--- config.mk ---
export PLATFORM = sky130hd
export DESIGN_NAME = shift_deserializer_8bit
export DESIGN_NICKNAME = d
export VERILOG_FILES = /design/src/rtl/shift_link_pkg.sv /design/src/rtl/deser_hold_stage.sv /design/src/rtl/shift_deserializer_8bit.sv
export SDC_FILE = /design/constraint.sdc
export NUM_CORES = 1
export LEC_CHECK = 0
export CAP_MARGIN = 40
export CORE_UTILIZATION = 49
export CTS_CLUSTER_DIAMETER = 200
export DETAILED_ROUTE_END_ITERATION = 6
export GPL_ROUTABILITY_DRIVEN = 0
export MAX_ROUTING_LAYER = met4
export PLACE_DENSITY = 0.76
export SLEW_MARGIN = 5
export SYNTH_ARGS = -nofsm -noshare
export SYNTH_HDL_FRONTEND = slang
export SYNTH_SLANG_ARGS = --single-unit
--- constraint.sdc ---
create_clock -name clk -period 1.66 [get_ports clk]
set_input_delay 0.332 -clock clk [delete_from_list [all_inputs] [get_ports clk]]
set_output_delay 0.332 -clock clk [all_outputs]
set_load 0.01 [all_outputs]
--- src/rtl/shift_link_pkg.sv ---
// Shared definitions for the serial link: default word width, counter sizing
// and the even-parity helper used by both the transmitter and the receiver.
package shift_link_pkg;

  localparam int DEFAULT_WIDTH = 8;

  // Bits needed for a counter that must reach WIDTH (parity builds count WIDTH+1 bits).
  function automatic int cnt_width(input int width);
    return $clog2(width + 1);
  endfunction

  // Even parity over up to 32 bits; narrower words are zero-extended by the caller.
  function automatic logic even_parity(input logic [31:0] data);
    return ^data;
  endfunction

endpackage

--- src/rtl/deser_hold_stage.sv ---
// One-deep valid/ready holding register: decides load, consume or drop for each
// completed word and flags a dropped word with a single-cycle pulse.
module deser_hold_stage
  import shift_link_pkg::*;
#(
  parameter int DW = DEFAULT_WIDTH
) (
  input  logic          clk,
  input  logic          Reset,
  input  logic          load_valid,
  input  logic [DW-1:0] load_data,
  input  logic          out_ready,
  output logic          out_valid,
  output logic [DW-1:0] out_data,
  output logic          drop_pulse
);

  logic accept;

  // A word may enter when the slot is empty or is being drained on this edge.
  assign accept     = load_valid && (!out_valid || out_ready);
  assign drop_pulse = load_valid && out_valid && !out_ready;

  always_ff @(posedge clk) begin
    if (Reset) begin
      out_valid <= 1'b0;
      // NOTE: the data register is reset because the output must read 0 after
      // reset; a plain storage array with no such visibility would not be.
      out_data  <= '0;
    end else if (accept) begin
      // NOTE: non-blocking assignments keep every flop sampling pre-edge values,
      // so the order of statements here cannot change the result.
      out_valid <= 1'b1;
      out_data  <= load_data;
    end else if (out_valid && out_ready) begin
      out_valid <= 1'b0;
    end
  end

endmodule

--- src/rtl/shift_deserializer_8bit.sv ---
// MSB-first serial-to-parallel receiver with a one-deep valid/ready output.
// Optional feature: define DESER_PARITY_EN to append and check an even-parity bit.
module shift_deserializer_8bit
  import shift_link_pkg::*;
#(
  parameter int WIDTH = DEFAULT_WIDTH
) (
  input  logic             clk,
  input  logic             Reset,
  input  logic             data_in,
  input  logic             ShiftIn,
  input  logic             FrameSync,
  output logic [WIDTH-1:0] parallel_out,
  output logic             out_valid,
  input  logic             out_ready,
  output logic             Overrun
`ifdef DESER_PARITY_EN
  ,
  output logic             ParityErr
`endif
);

`ifdef DESER_PARITY_EN
  localparam int N  = WIDTH + 1;
  localparam int HW = WIDTH + 1;
`else
  localparam int N  = WIDTH;
  localparam int HW = WIDTH;
`endif
  // Only N-1 bits are ever stored; the final bit goes straight into the word.
  localparam int SRW = N - 1;
  localparam int CW  = cnt_width(WIDTH);
  localparam logic [CW-1:0] LAST = CW'(N - 1);

  logic [SRW-1:0] sr;
  logic [CW-1:0]  cnt;
  logic           word_done;
  logic [HW-1:0]  word;
  logic [HW-1:0]  hold_q;
  logic           drop;

  always_comb begin
    // NOTE: every output of this block is assigned on all paths so no latch is inferred.
    word_done = ShiftIn && !FrameSync && (cnt == LAST);
`ifdef DESER_PARITY_EN
    word = {even_parity(32'(sr)) ^ data_in, sr};
`else
    word = {sr, data_in};
`endif
  end

  always_ff @(posedge clk) begin
    if (Reset) begin
      sr  <= '0;
      cnt <= '0;
    end else if (FrameSync) begin
      // Realignment throws away any partial word without raising a flag.
      if (ShiftIn) begin
        sr  <= SRW'(data_in);
        cnt <= CW'(1);
      end else begin
        cnt <= '0;
      end
    end else if (ShiftIn) begin
      if (word_done) begin
        cnt <= '0;
      end else begin
        cnt <= cnt + CW'(1);
        sr  <= SRW'({sr, data_in});
      end
    end
  end

  always_ff @(posedge clk) begin
    if (Reset)     Overrun <= 1'b0;
    else if (drop) Overrun <= 1'b1;
  end

  deser_hold_stage #(
    .DW (HW)
  ) u_hold (
    .clk        (clk),
    .Reset      (Reset),
    .load_valid (word_done),
    .load_data  (word),
    .out_ready  (out_ready),
    .out_valid  (out_valid),
    .out_data   (hold_q),
    .drop_pulse (drop)
  );

  assign parallel_out = hold_q[WIDTH-1:0];
`ifdef DESER_PARITY_EN
  assign ParityErr = hold_q[WIDTH];
`endif

endmodule

==> flow_summary_export.csv, run 1 <==
group,metric,value,unit
run_status,status,"finished clean",
critical_path,worst_ep_required_time,1.33,ns
die,fp-row-count,14,
critical_path,critPathMaxStageDelay,0.54,ns
timing,rsz0062_at_grt,"false",
clock_network,cts_num_sinks,21,
final_layout,design_area,1050,µm²
final_layout,drive_gt1_frac,0.110,
power_and_ir_drop,swShare,0.222,
yosys,syn-instance-count,80,
run,cap_violations,0,
timing,fin_crit,1.53,ns
clock_network,clk_path_buf_depth,2,
final_layout,final_common_cell,"dfxtp_1",
final_layout,nets,108,
power_and_ir_drop,p_total,812,µW
timing,worst_pin_slew,0.412,ns
critical_path,critPathSlowestCell,"clkdlybuf4s50_1",
final_layout,layout_common_cells,"dfxtp_1 (21), nand2b_1 (16), clkdlybuf4s50_1 (15)",
critical_path,crit_path_end_kind,"output pin",
power_and_ir_drop,power_frac_clock,0.298,
final_layout,multi_input_area,398,µm²
clock_network,ctsHoldBuffers,0,
global_route,grt_max_degree,18,
place,dp_hpwl,958,µm
timing,hold_slack,0.482,ns
global_route,grt_pass1_wl,2.33,mm
yosys,synth_nets,87,
global_route,grt_pass1_vias,537,
timing,finalHoldViolCount,0,
die,die_h,43.5,µm
routing,vias_per_cell,5.07,
timing,post-route-period-util,0.919,
timing,drv_slew,0,
clock_network,cts_tree,"done",
final_layout,area_growth,24.7,%
power_and_ir_drop,switchingPower,181,µW
final_layout,fillers,119,
place,io_buffers,15,
clock_network,clkLatencyLatePin,0.30,ns
yosys,synth_seq_area_share,0.498,
critical_path,cp_top_family,"buffers and inverters",
power_and_ir_drop,p_leak,0.368,nW
routing,first_iter_violations,7,
critical_path,arrival,1.19,ns
routing,dr.pass1.iters,4,
clock_network,cts.repair.resized,0,
yosys,ys_types,24,
timing,finalSetupViolCount,0,
yosys,synth.cell_area,845,µm²
timing,max_slew_margin,0.725,
power_and_ir_drop,p_int,631,µW
routing,drc,0,
global_route,overflow,0,
die,dieWidth,43.5,µm
timing,fmax,656,MHz
clock_network,cts_root_buffer,"clkbuf_4",
power_and_ir_drop,p_seq_frac,0.630,
critical_path,worst-path-buf-inv,1,
clock_network,htreeDepth,1,
power_and_ir_drop,combPwrFrac,0.072,
hold_path,min_path_type,"flop to flop",
clock_network,clk_pin_slew_worst_paths,0.12,ns
die,core,1560,µm²
power_and_ir_drop,vdd_ir_drop_max,0.513,mV
yosys,yosys_warnings,0,
die,dieArea,1890,µm²
final_layout,ff_latch_area,420,µm²
yosys,syn_avg_cell_area,10.6,µm²
critical_path,path_class,"flop to output pin",
routing,wl_per_cell,11.9,µm
routing,antenna_left,0,
global_route,antenna_found_initial,0,
global_route,grtUsageTotal,0.171,
die,start_util,0.542,
die,ios,16,
place,placedInstanceArea,1030,µm²
routing,routed_wl,1.38,mm
timing,tns,0,ns
timing,clock_skew,0.00403,ns
clock_network,numCtsBuffers,3,
yosys,ys_seq_elements,21,
critical_path,crit_fanout,2,
final_layout,antenna_cells,0,
critical_path,crit_path_cell_trace,"clkdlybuf4s50_1",
power_and_ir_drop,p_per_area,771,nW/µm²
critical_path,worst_setup_path_start_kind,"flop",
routing,vias,588,
clock_network,post-cts-setup-buffer-count,0,
[area by class of cell]
| class | instances | area share |
|---|---|---|
| sequential | 21 | 0.399 |
| multi-input combinational | 55 | 0.378 |
| timing repair buffer | 20 | 0.178 |
| clock buffer | 3 | 0.0214 |
| tap | 16 | 0.0190 |
| clock inverter | 1 | 0.00475 |
[through the flow]
stage                      util  std cells  worst slack [ns]
after floorplan               -         80             0.430
after global placement    0.658        112            0.0634
after detailed placement  0.658        112            0.0369
after CTS                 0.676        116             0.127
after global routing      0.676        116            0.0877
final                     0.676        116             0.134
[sequential cells by signal, indices dropped and copies added, names as in the netlist]
name / cells
u_hold.out_valid: 1
cnt: 4
u_hold.out_data: 8
Overrun: 1
sr: 7
[cell usage after synthesis (all sizes together)]
| cell type | number | area [µm²] |
|---|---|---|
| dfxtp | 21 | 420 |
| nand2b | 16 | 100 |
| mux2i | 10 | 100 |
| o22ai | 6 | 37.5 |
| nand2 | 3 | 11.3 |
| nor2b | 3 | 26.3 |
| a211oi | 2 | 15.0 |
| buf | 2 | 18.8 |
| clkbuf | 2 | 7.51 |
| nor2 | 2 | 7.51 |
| nor3 | 2 | 10.0 |
| a21oi | 1 | 5.00 |
| a31oi | 1 | 6.26 |
| and3b | 1 | 8.76 |
| ha | 1 | 12.5 |
| nand3b | 1 | 7.51 |
| nand4 | 1 | 6.26 |
| nor3b | 1 | 12.5 |
| o21a | 1 | 7.51 |
| or3 | 1 | 6.26 |
| xnor2 | 1 | 8.76 |
| xor2 | 1 | 8.76 |
[power by group through the flow]
stage	registers, mW	clock network [mW]	logic, mW
2_1_floorplan	0.522	0	0.0328
3_3_place_gp	0.522	0	0.0567
3_5_place_dp	0.522	0	0.0575
4_1_cts	0.511	0.248	0.0584
5_1_grt	0.512	0.273	0.0629
6_report	0.511	0.242	0.0585
[cell families after synthesis]
logic type | share of synthesized area
and+or+nand+nor | 0.233
DFF | 0.498
AOI/OAI and AO/OA | 0.0844
muxes | 0.119
buffers and inverters | 0.0311
xor gates and xnor gates | 0.0207
adders and majority gates | 0.0148
[worst min-delay path: cells and delay by family, from the launching register on]
family | cells | cell delay, ns
DFF | 1 | 0.33
and+or+nand+nor | 1 | 0.06
muxes | 1 | 0.06
[worst paths after layout]
kind                                                      start                              end  slack [ns]  cells after the start
worst max-delay path            u_hold.out_data[2]$_SDFFE_PP0P_                  parallel_out[2]        0.13                      1
worst min-delay path            u_hold.out_data[1]$_SDFFE_PP0P_  u_hold.out_data[1]$_SDFFE_PP0P_        0.48                      2
worst max register to register              cnt[0]$_SDFFE_PP0P_  u_hold.out_data[4]$_SDFFE_PP0P_        0.24                      5
worst min register to register  u_hold.out_data[1]$_SDFFE_PP0P_  u_hold.out_data[1]$_SDFFE_PP0P_        0.48                      2
[metal layers]
layer / vias up / wire length, µm / part of all wire / global-route usage
li1: 322 / - / - / -
met1: 255 / 764 / 0.55 / 0.253
met2: 11 / 561 / 0.41 / 0.230
met3: 0 / 53 / 0.038 / 0.0375
met4: 0 / 0 / 0 / 0.0563
met5: - / 0 / 0 / -
No activity file was read; power rests on OpenSTA's default activity.
==> run 2, diff against run 1 <==
Settings changed: CORE_MARGIN from default to 10, CORE_UTILIZATION 49 to 58, DONT_BUFFER_PORTS from default to 1, PLACE_DENSITY 0.76 to 0.74.
==> run 2 against run 1 <==
Compared with the run above: core utilization decreased by 2.2 points; cell count fell by 17%; sequential share of layout area rose by 8.3 points; clock skew up 0.00090 ns; sequential power about the same; power is 4.4% lower; combinational power shrank 50%; via count decreased by 8.3%; setup slack better by 0.15 ns; critical endpoint is now u_hold.out_data[1]$_SDFFE_PP0P_; largest power group unchanged.
==> flow_summary_export.csv, run 2 (synthesized netlist as in run 1, its figures left out) <==
group,metric,value,unit
clock_network,cts_root_buffer,"clkbuf_4",
power_and_ir_drop,power_frac_clock,0.304,
clock_network,post-cts-setup-buffer-count,0,
clock_network,ctsHoldBuffers,0,
global_route,antenna_found_initial,0,
final_layout,top_register,"u_hold.out_data",
hold_path,hold_start,"Reset",
hold_path,min_path_type,"input pin to flop",
power_and_ir_drop,vdd_ir_drop_max,0.588,mV
timing,worst_slack,0.288,ns
clock_network,cts.repair.resized,0,
critical_path,critPathSlowestCell,"dfxtp_1",
critical_path,crit_fanout,8,
power_and_ir_drop,combPwrFrac,0.038,
final_layout,antenna_cells,0,
final_layout,largest_reg_flops,8,
final_layout,area_growth,3.26,%
timing,finalSetupViolCount,0,
die,dieArea,3380,µm²
timing,worst_pin_slew,0.263,ns
global_route,grt_pass1_wl,2.31,mm
routing,first_iter_violations,8,
routing,routed_wl,1.34,mm
clock_network,clk_path_buf_depth,2,
timing,post-route-period-util,0.826,
clock_network,clk_pin_slew_worst_paths,0.11,ns
critical_path,critPathMaxStageDelay,0.37,ns
final_layout,final_common_cell,"dfxtp_1",
critical_path,cp_top_family,"flip-flops",
global_route,grt_max_degree,23,
final_layout,layout_common_cells,"dfxtp_1 (21), nand2b_1 (16), mux2i_1 (10)",
timing,finalHoldViolCount,0,
critical_path,worst_setup_path_start_kind,"flop",
routing,vias_per_cell,5.61,
critical_path,worst_ep_required_time,1.90,ns
clock_network,htreeDepth,1,
clock_network,numCtsBuffers,3,
critical_path,worst-path-buf-inv,1,
critical_path,path_class,"flop to flop",
power_and_ir_drop,p_leak,0.295,nW
timing,clock_skew,0.00493,ns
timing,tns,0,ns
timing,rsz0062_at_grt,"false",
run,cap_violations,0,
final_layout,reg_top3,"u_hold.out_data (8), sr (7), cnt (4)",
power_and_ir_drop,swShare,0.207,
global_route,grtUsageTotal,0.0855,
critical_path,critPathLaunch,"cnt[0]$_SDFFE_PP0P_",
final_layout,nets,89,
timing,drv_slew,0,
die,die_h,58.2,µm
die,ios,16,
die,dieWidth,58.2,µm
die,fp-row-count,13,
clock_network,clkLatencyLatePin,0.30,ns
power_and_ir_drop,p_per_area,890,nW/µm²
critical_path,arrival,1.61,ns
routing,wl_per_cell,14.0,µm
critical_path,crit_path_cell_trace,"ha_1 > nand3b_1 > nor3b_2 > buf_4 > mux2i_1",
final_layout,design_area,872,µm²
place,preCtsSetupSlack,0.314,ns
final_layout,drive_gt1_frac,0.0864,
power_and_ir_drop,p_int,615,µW
place,io_buffers,0,
routing,dr.pass1.iters,3,
global_route,grt_pass1_vias,506,
routing,drc,0,
timing,fin_crit,1.37,ns
clock_network,cts_num_sinks,21,
global_route,overflow,0,
routing,antenna_left,0,
critical_path,crit_path_end_kind,"flop",
die,core,1330,µm²
die,start_util,0.633,
place,placedInstanceArea,845,µm²
place,dp_hpwl,937,µm
routing,vias,539,
power_and_ir_drop,switchingPower,161,µW
power_and_ir_drop,p_seq_frac,0.658,
timing,fmax,729,MHz
timing,max_slew_margin,0.824,
clock_network,cts_tree,"done",
run_status,status,"finished clean",
critical_path,reg2reg_from,"cnt[0]$_SDFFE_PP0P_",
## run 2: cell types whose count changed in the layout (fill, tap and decap cells not counted), sizes merged
cell / change
buf: -4
clkdlybuf4s50: -15
## run 2: final timing paths
path	slack, ns	cells past startpoint	end
max	0.29	5	u_hold.out_data[1]$_SDFFE_PP0P_
min reg2reg	0.49	2	sr[6]$_SDFFE_PP0P_
max reg2reg	0.29	5	u_hold.out_data[1]$_SDFFE_PP0P_
min	0.09	1	u_hold.out_valid$_SDFFE_PP0P_
## run 2: metrics by stage
stage,std cells,hold slack [ns],total power [mW],util
2_1_floorplan,80,0.410,0.555,-
3_5_place_dp,92,0.408,0.551,0.633
6_report,96,0.0932,0.776,0.654
3_3_place_gp,92,0.407,0.551,0.633
5_1_grt,96,0.0690,0.812,0.654
4_1_cts,96,0.0880,0.785,0.654
## run 2: cell type report
type | count | area [µm²]
Fill cell | 103 | 462
Clock inverter | 1 | 5.00
Clock buffer | 3 | 22.5
Timing Repair Buffer | 1 | 7.51
Tap cell | 15 | 18.8
Sequential cell | 21 | 420
Multi-Input combinational cell | 55 | 398
## run 2: power groups by stage
stage               clock, mW  combinational, mW  sequential (mW)
finish                  0.236             0.0293            0.511
global route            0.268             0.0324            0.512
CTS                     0.244             0.0294            0.511
detailed placement          0             0.0288            0.522
global placement            0             0.0284            0.522
floorplan                   0             0.0328            0.522
## run 2: routing by layer
metal / part of all wire / track usage / up-vias
met4: 0.016 / 0.0302 / 0
met3: 0.11 / 0.0523 / 4
met2: 0.37 / 0.107 / 14
li1: - / - / 281
met1: 0.51 / 0.107 / 240
met5: 0 / - / -
==> variant 1, RTL diff (settings of run 2) <==
Change the package constant `DEFAULT_WIDTH` from 8 to 7.
--- a/src/rtl/shift_link_pkg.sv
+++ b/src/rtl/shift_link_pkg.sv
@@ -2,7 +2,7 @@
 // and the even-parity helper used by both the transmitter and the receiver.
 package shift_link_pkg;
 
-  localparam int DEFAULT_WIDTH = 8;
+  localparam int DEFAULT_WIDTH = 7;
 
   // Bits needed for a counter that must reach WIDTH (parity builds count WIDTH+1 bits).
   function automatic int cnt_width(input int width);
Interface: changed (resized parallel_out); port bits go from 16 to 15. No check against the original RTL was run, so the function may have changed too.
==> variant 1 against run 2 <==
  * Routed wire length is 2.2% higher
  * Count of clock-buffer cells in the layout increased by 1
  * Combinational power decreased by 16%
  * Total power fell by 6.3%
  * Final area is 12% lower
  * Synthesized area is 11% lower
  * Setup slack improved by 0.044 ns
  * Sequential cell count is 3 lower
  * Sequential share of layout area is 1.5 points lower
  * Largest cell class unchanged
  * Highest routed layer unchanged
==> variant 1: results (changes against run 2) <==
[metrics] Critical Path Slowest Stage Cell: sky130_fd_sc_hd__and4b_1
[metrics] CP max FO: 9 (+1)
[metrics] leakage power: 0.267 nW (-9.4%)
[metrics] pin count of the biggest net entering global routing: 20 (-13%)
[metrics] worst reg2reg endpoint: u_hold.out_data[2]
[metrics] outcome: finished, final reports clean
[metrics] sequential-to-total area share from yosys stat: 0.481 (-0.0170)
[metrics] HPWL Detailed: 1030 microns (+9.9%)
[metrics] leading registers by flop count: u_hold.out_data (7), sr (6), cnt (3)
[metrics] vias in the first global route: 527 (+4.2%)
[metrics] power share of the sequential group: 0.604 (-0.054)
[metrics] power dissipated in the clock network: 0.263 mW (+11%)
[metrics] hold path endpoint: cnt[1]
[metrics] Worst Path Arrival: 1.55 ns (-0.06 ns)
[metrics] Area contributors post-synth: sky130_fd_sc_hd__dfxtp_1 48%, sky130_fd_sc_hd__a21oi_1 6.7%, sky130_fd_sc_hd__nand2b_1 5.8%, sky130_fd_sc_hd__o21ai_0 5.3%, sky130_fd_sc_hd__nand3_1 4.7%
[metrics] share of layout cells above drive strength 1: 0.0617 (-0.0247)
[metrics] # diodes: 0 (unchanged)
[metrics] worst vdd ir: 0.509 mV (-14%)
[metrics] top cell types by occurrence after synthesis: 18 x sky130_fd_sc_hd__dfxtp_1, 10 x sky130_fd_sc_hd__a21oi_1, 8 x sky130_fd_sc_hd__o21ai_0
[metrics] worst-case headroom to the max-slew limit: 0.716 (-0.108)
[metrics] global-route wire length before repair: 2370 microns (+2.7%)
[metrics] routed wire length: 1370 microns (+2.2%)
[metrics] nets: 90 (+1.1%)
[metrics] starting DRC count in detailed routing: 7 (-1)
[metrics] minimum hold slack: 0.0935 ns (+0.000349 ns)
[metrics] area share of fa/ha/maj cells after synthesis: 0.0334 (+0.0186)
[metrics] stage delay of the slowest cell on the critical path: 0.40 ns (+0.03 ns)
[metrics] r2r setup slk: 0.33 ns (+0.04 ns)
[metrics] Via-to-Cell Ratio: 5.75 (+2.4%)
[metrics] total global-route track usage: 0.0969 (+0.0114)
[metrics] post-route clock skew: 0.00191 ns (-0.00303 ns)
[metrics] Power Internal: 0.583 mW (-5.2%)
[metrics] share of synthesized area spent on multiplexers: 0.0134 (-0.105)
-- variant 1: cell type report --
class | count | area (sq um)
inverter | 3 | 11.3
sequential | 18 | 360
clock buffer | 4 | 36.3
fill | 98 | 385
tap | 14 | 17.5
multi-input combinational | 56 | 345
-- variant 1: kinds of logic (layout without fill, tap and decap cells) --
family          count (synthesis)  after routing
xor+xnor                        1              1
compound gates                 25             25
simple gates                   27             27
mux                             1              1
fa+ha+maj                       2              2
flops                          18             18
buf+inv                         8              7
-- variant 1: worst max-delay path by stage --
stage | startpoint | endpoint | slack (ns) | cells past startpoint
4_1_cts | cnt[0] | u_hold.out_data[2] | 0.33 | 5
3_3_place_gp | cnt[1] | u_hold.out_data[2] | 0.39 | 4
2_1_floorplan | cnt[0] | Overrun | 0.50 | 6
3_5_place_dp | cnt[0] | u_hold.out_data[2] | 0.34 | 5
6_report | cnt[0] | u_hold.out_data[2] | 0.33 | 5
5_1_grt | cnt[0] | u_hold.out_data[2] | 0.20 | 5
-- variant 1: worst max-delay path, delay by kind of cell, from the launching register on --
kind | cells | cell delay [ns]
flip-flops | 1 | 0.34
buffers and inverters | 1 | 0.06
adder cells (fa/ha/maj) | 1 | 0.19
AO/OA/AOI/OAI | 1 | 0.16
AND/OR/NAND/NOR | 2 | 0.52
-- variant 1: metrics by stage --
step                      instance area, sq um  std cells  total power [mW]  setup slack (ns)
after global routing                       771         95             0.763             0.201
final                                      771         95             0.727             0.332
after detailed placement                   734         91             0.474             0.343
after global placement                     734         91             0.474             0.391
after CTS                                  771         95             0.739             0.327
after floorplan                            749         82             0.479             0.503
-- variant 1: layer usage --
layer,share of wire,track usage,up-vias
li1,-,-,288
met1,0.44,0.0978,243
met2,0.46,0.143,10
met3,0.064,0.0387,5
met4,0.036,0.0819,0
met5,0,-,-
==> variant 2, RTL diff (settings of run 2) <==
Without the edit above. Reset style: asynchronous (`Reset`), changed in 3 clocked blocks.
--- a/src/rtl/deser_hold_stage.sv
+++ b/src/rtl/deser_hold_stage.sv
@@ -21,7 +21,7 @@
   assign accept     = load_valid && (!out_valid || out_ready);
   assign drop_pulse = load_valid && out_valid && !out_ready;
 
-  always_ff @(posedge clk) begin
+  always_ff @(posedge clk or posedge Reset) begin
     if (Reset) begin
       out_valid <= 1'b0;
       // NOTE: the data register is reset because the output must read 0 after
--- a/src/rtl/shift_deserializer_8bit.sv
+++ b/src/rtl/shift_deserializer_8bit.sv
@@ -49,7 +49,7 @@
 `endif
   end
 
-  always_ff @(posedge clk) begin
+  always_ff @(posedge clk or posedge Reset) begin
     if (Reset) begin
       sr  <= '0;
       cnt <= '0;
@@ -71,7 +71,7 @@
     end
   end
 
-  always_ff @(posedge clk) begin
+  always_ff @(posedge clk or posedge Reset) begin
     if (Reset)     Overrun <= 1'b0;
     else if (drop) Overrun <= 1'b1;
   end
Formal check against the unedited RTL: differs if Reset is asserted again (counterexample within 10 cycles, from zero or initial values and one cycle with Reset high); with Reset held inactive, the same outputs for 10 cycles.
==> variant 2 against run 2 <==
  * Sequential cell count unchanged
  * Synthesized area fell by 0.30%
  * Routed wire length rose by 13%
  * Setup slack got worse by 0.21 ns
  * Via count down 7.4%
  * Final area rose by 11%
  * Critical path type unchanged
  * Highest routed layer unchanged
Power is not compared: it rests on default switching activity, and its combinational part moved more than twofold at a synthesized area within 25%.
==> variant 2: results (changes against run 2) <==
[metrics] nonclk buf count: 9 (+8)
[metrics] outcome: finished, final reports clean
[metrics] top cell types by occurrence after synthesis: 21 x sky130_fd_sc_hd__dfrtp_1, 9 x sky130_fd_sc_hd__mux2_2, 6 x sky130_fd_sc_hd__a22o_2
[metrics] Worst Path Arrival: 1.79 ns (+0.18 ns)
[metrics] met3 Resource Use GR: 0.0479 (-0.00436)
[metrics] nets: 80 (-10%)
[metrics] routed wire length: 1520 microns (+13%)
[metrics] met2 track demand over resource: 0.130 (+0.0230)
[metrics] total global-route track usage: 0.0933 (+0.00780)
[metrics] synthesized-area fraction occupied by ao, oa, aoi and oai cells: 0.0921 (+0.00768)
[metrics] DR WL met3: 151 microns (+6.3%)
[metrics] filler instances: 85 (-17%)
[metrics] share of synthesized area spent on multiplexers: 0.132 (+0.0137)
[metrics] Via-to-Cell Ratio: 5.74 (+2.2%)
[metrics] CP max FO: 4 (-4)
[metrics] Seq/total area: 0.545 (+0.0627)
[metrics] most common library cell in the layout ignoring fill and taps: sky130_fd_sc_hd__dfrtp_1
[metrics] startpoint of the lowest-slack hold path: FrameSync
[metrics] placed insts: 78 (-15%)
[metrics] stage delay of the slowest cell on the critical path: 0.39 ns (+0.02 ns)
[metrics] worst setup path start: cnt[0]
[metrics] global-route wire length before repair: 2300 microns (-0.61%)
[metrics] post-placement setup slack: 0.0700 ns (-0.244 ns)
[metrics] iteration count of the initial detailed-routing pass: 4 (+1)
[metrics] met2 routed wirelength: 702 microns (+43%)
[metrics] Area contributors post-synth: sky130_fd_sc_hd__dfrtp_1 62%, sky130_fd_sc_hd__mux2_2 12%, sky130_fd_sc_hd__a22o_2 7.1%, sky130_fd_sc_hd__nor2b_1 2.2%, sky130_fd_sc_hd__nor3_4 1.9%
[metrics] area share of fa/ha/maj cells after synthesis: 0.0149 (+0.0000440)
[metrics] Critical Path Slowest Stage Cell: sky130_fd_sc_hd__dfrtp_1
[metrics] HPWL Detailed: 1010 microns (+8.3%)
[metrics] worst reg2reg endpoint: u_hold.out_data[1]
-- variant 2: changes by cell type after synthesis, moves of 6 or more --
| cell | before | now |
|---|---|---|
| sky130_fd_sc_hd__o22ai_1 | 6 | 0 |
| sky130_fd_sc_hd__nand2b_1 | 16 | 0 |
| sky130_fd_sc_hd__mux2i_1 | 10 | 1 |
| sky130_fd_sc_hd__dfxtp_1 | 21 | 0 |
| sky130_fd_sc_hd__dfrtp_1 | 0 | 21 |
| sky130_fd_sc_hd__a22o_2 | 0 | 6 |
| sky130_fd_sc_hd__mux2_2 | 0 | 9 |
-- variant 2: metrics by stage --
step                hold slack, ns  area (sq um)
floorplan                    0.309           842
global placement             0.262           891
detailed placement           0.263           891
CTS                         0.0751           928
global route                0.0667           965
finish                      0.0719           965
-- variant 2: what timing repair did --
| action | CTS | global route |
|---|---|---|
| setup endpoints to repair | 0 | 11 |
| hold buffers | 1 | 0 |
| endpoints found under the hold margin | 21 | 0 |
| setup buffers | 0 | 4 |
| gates resized for setup | 0 | 2 |
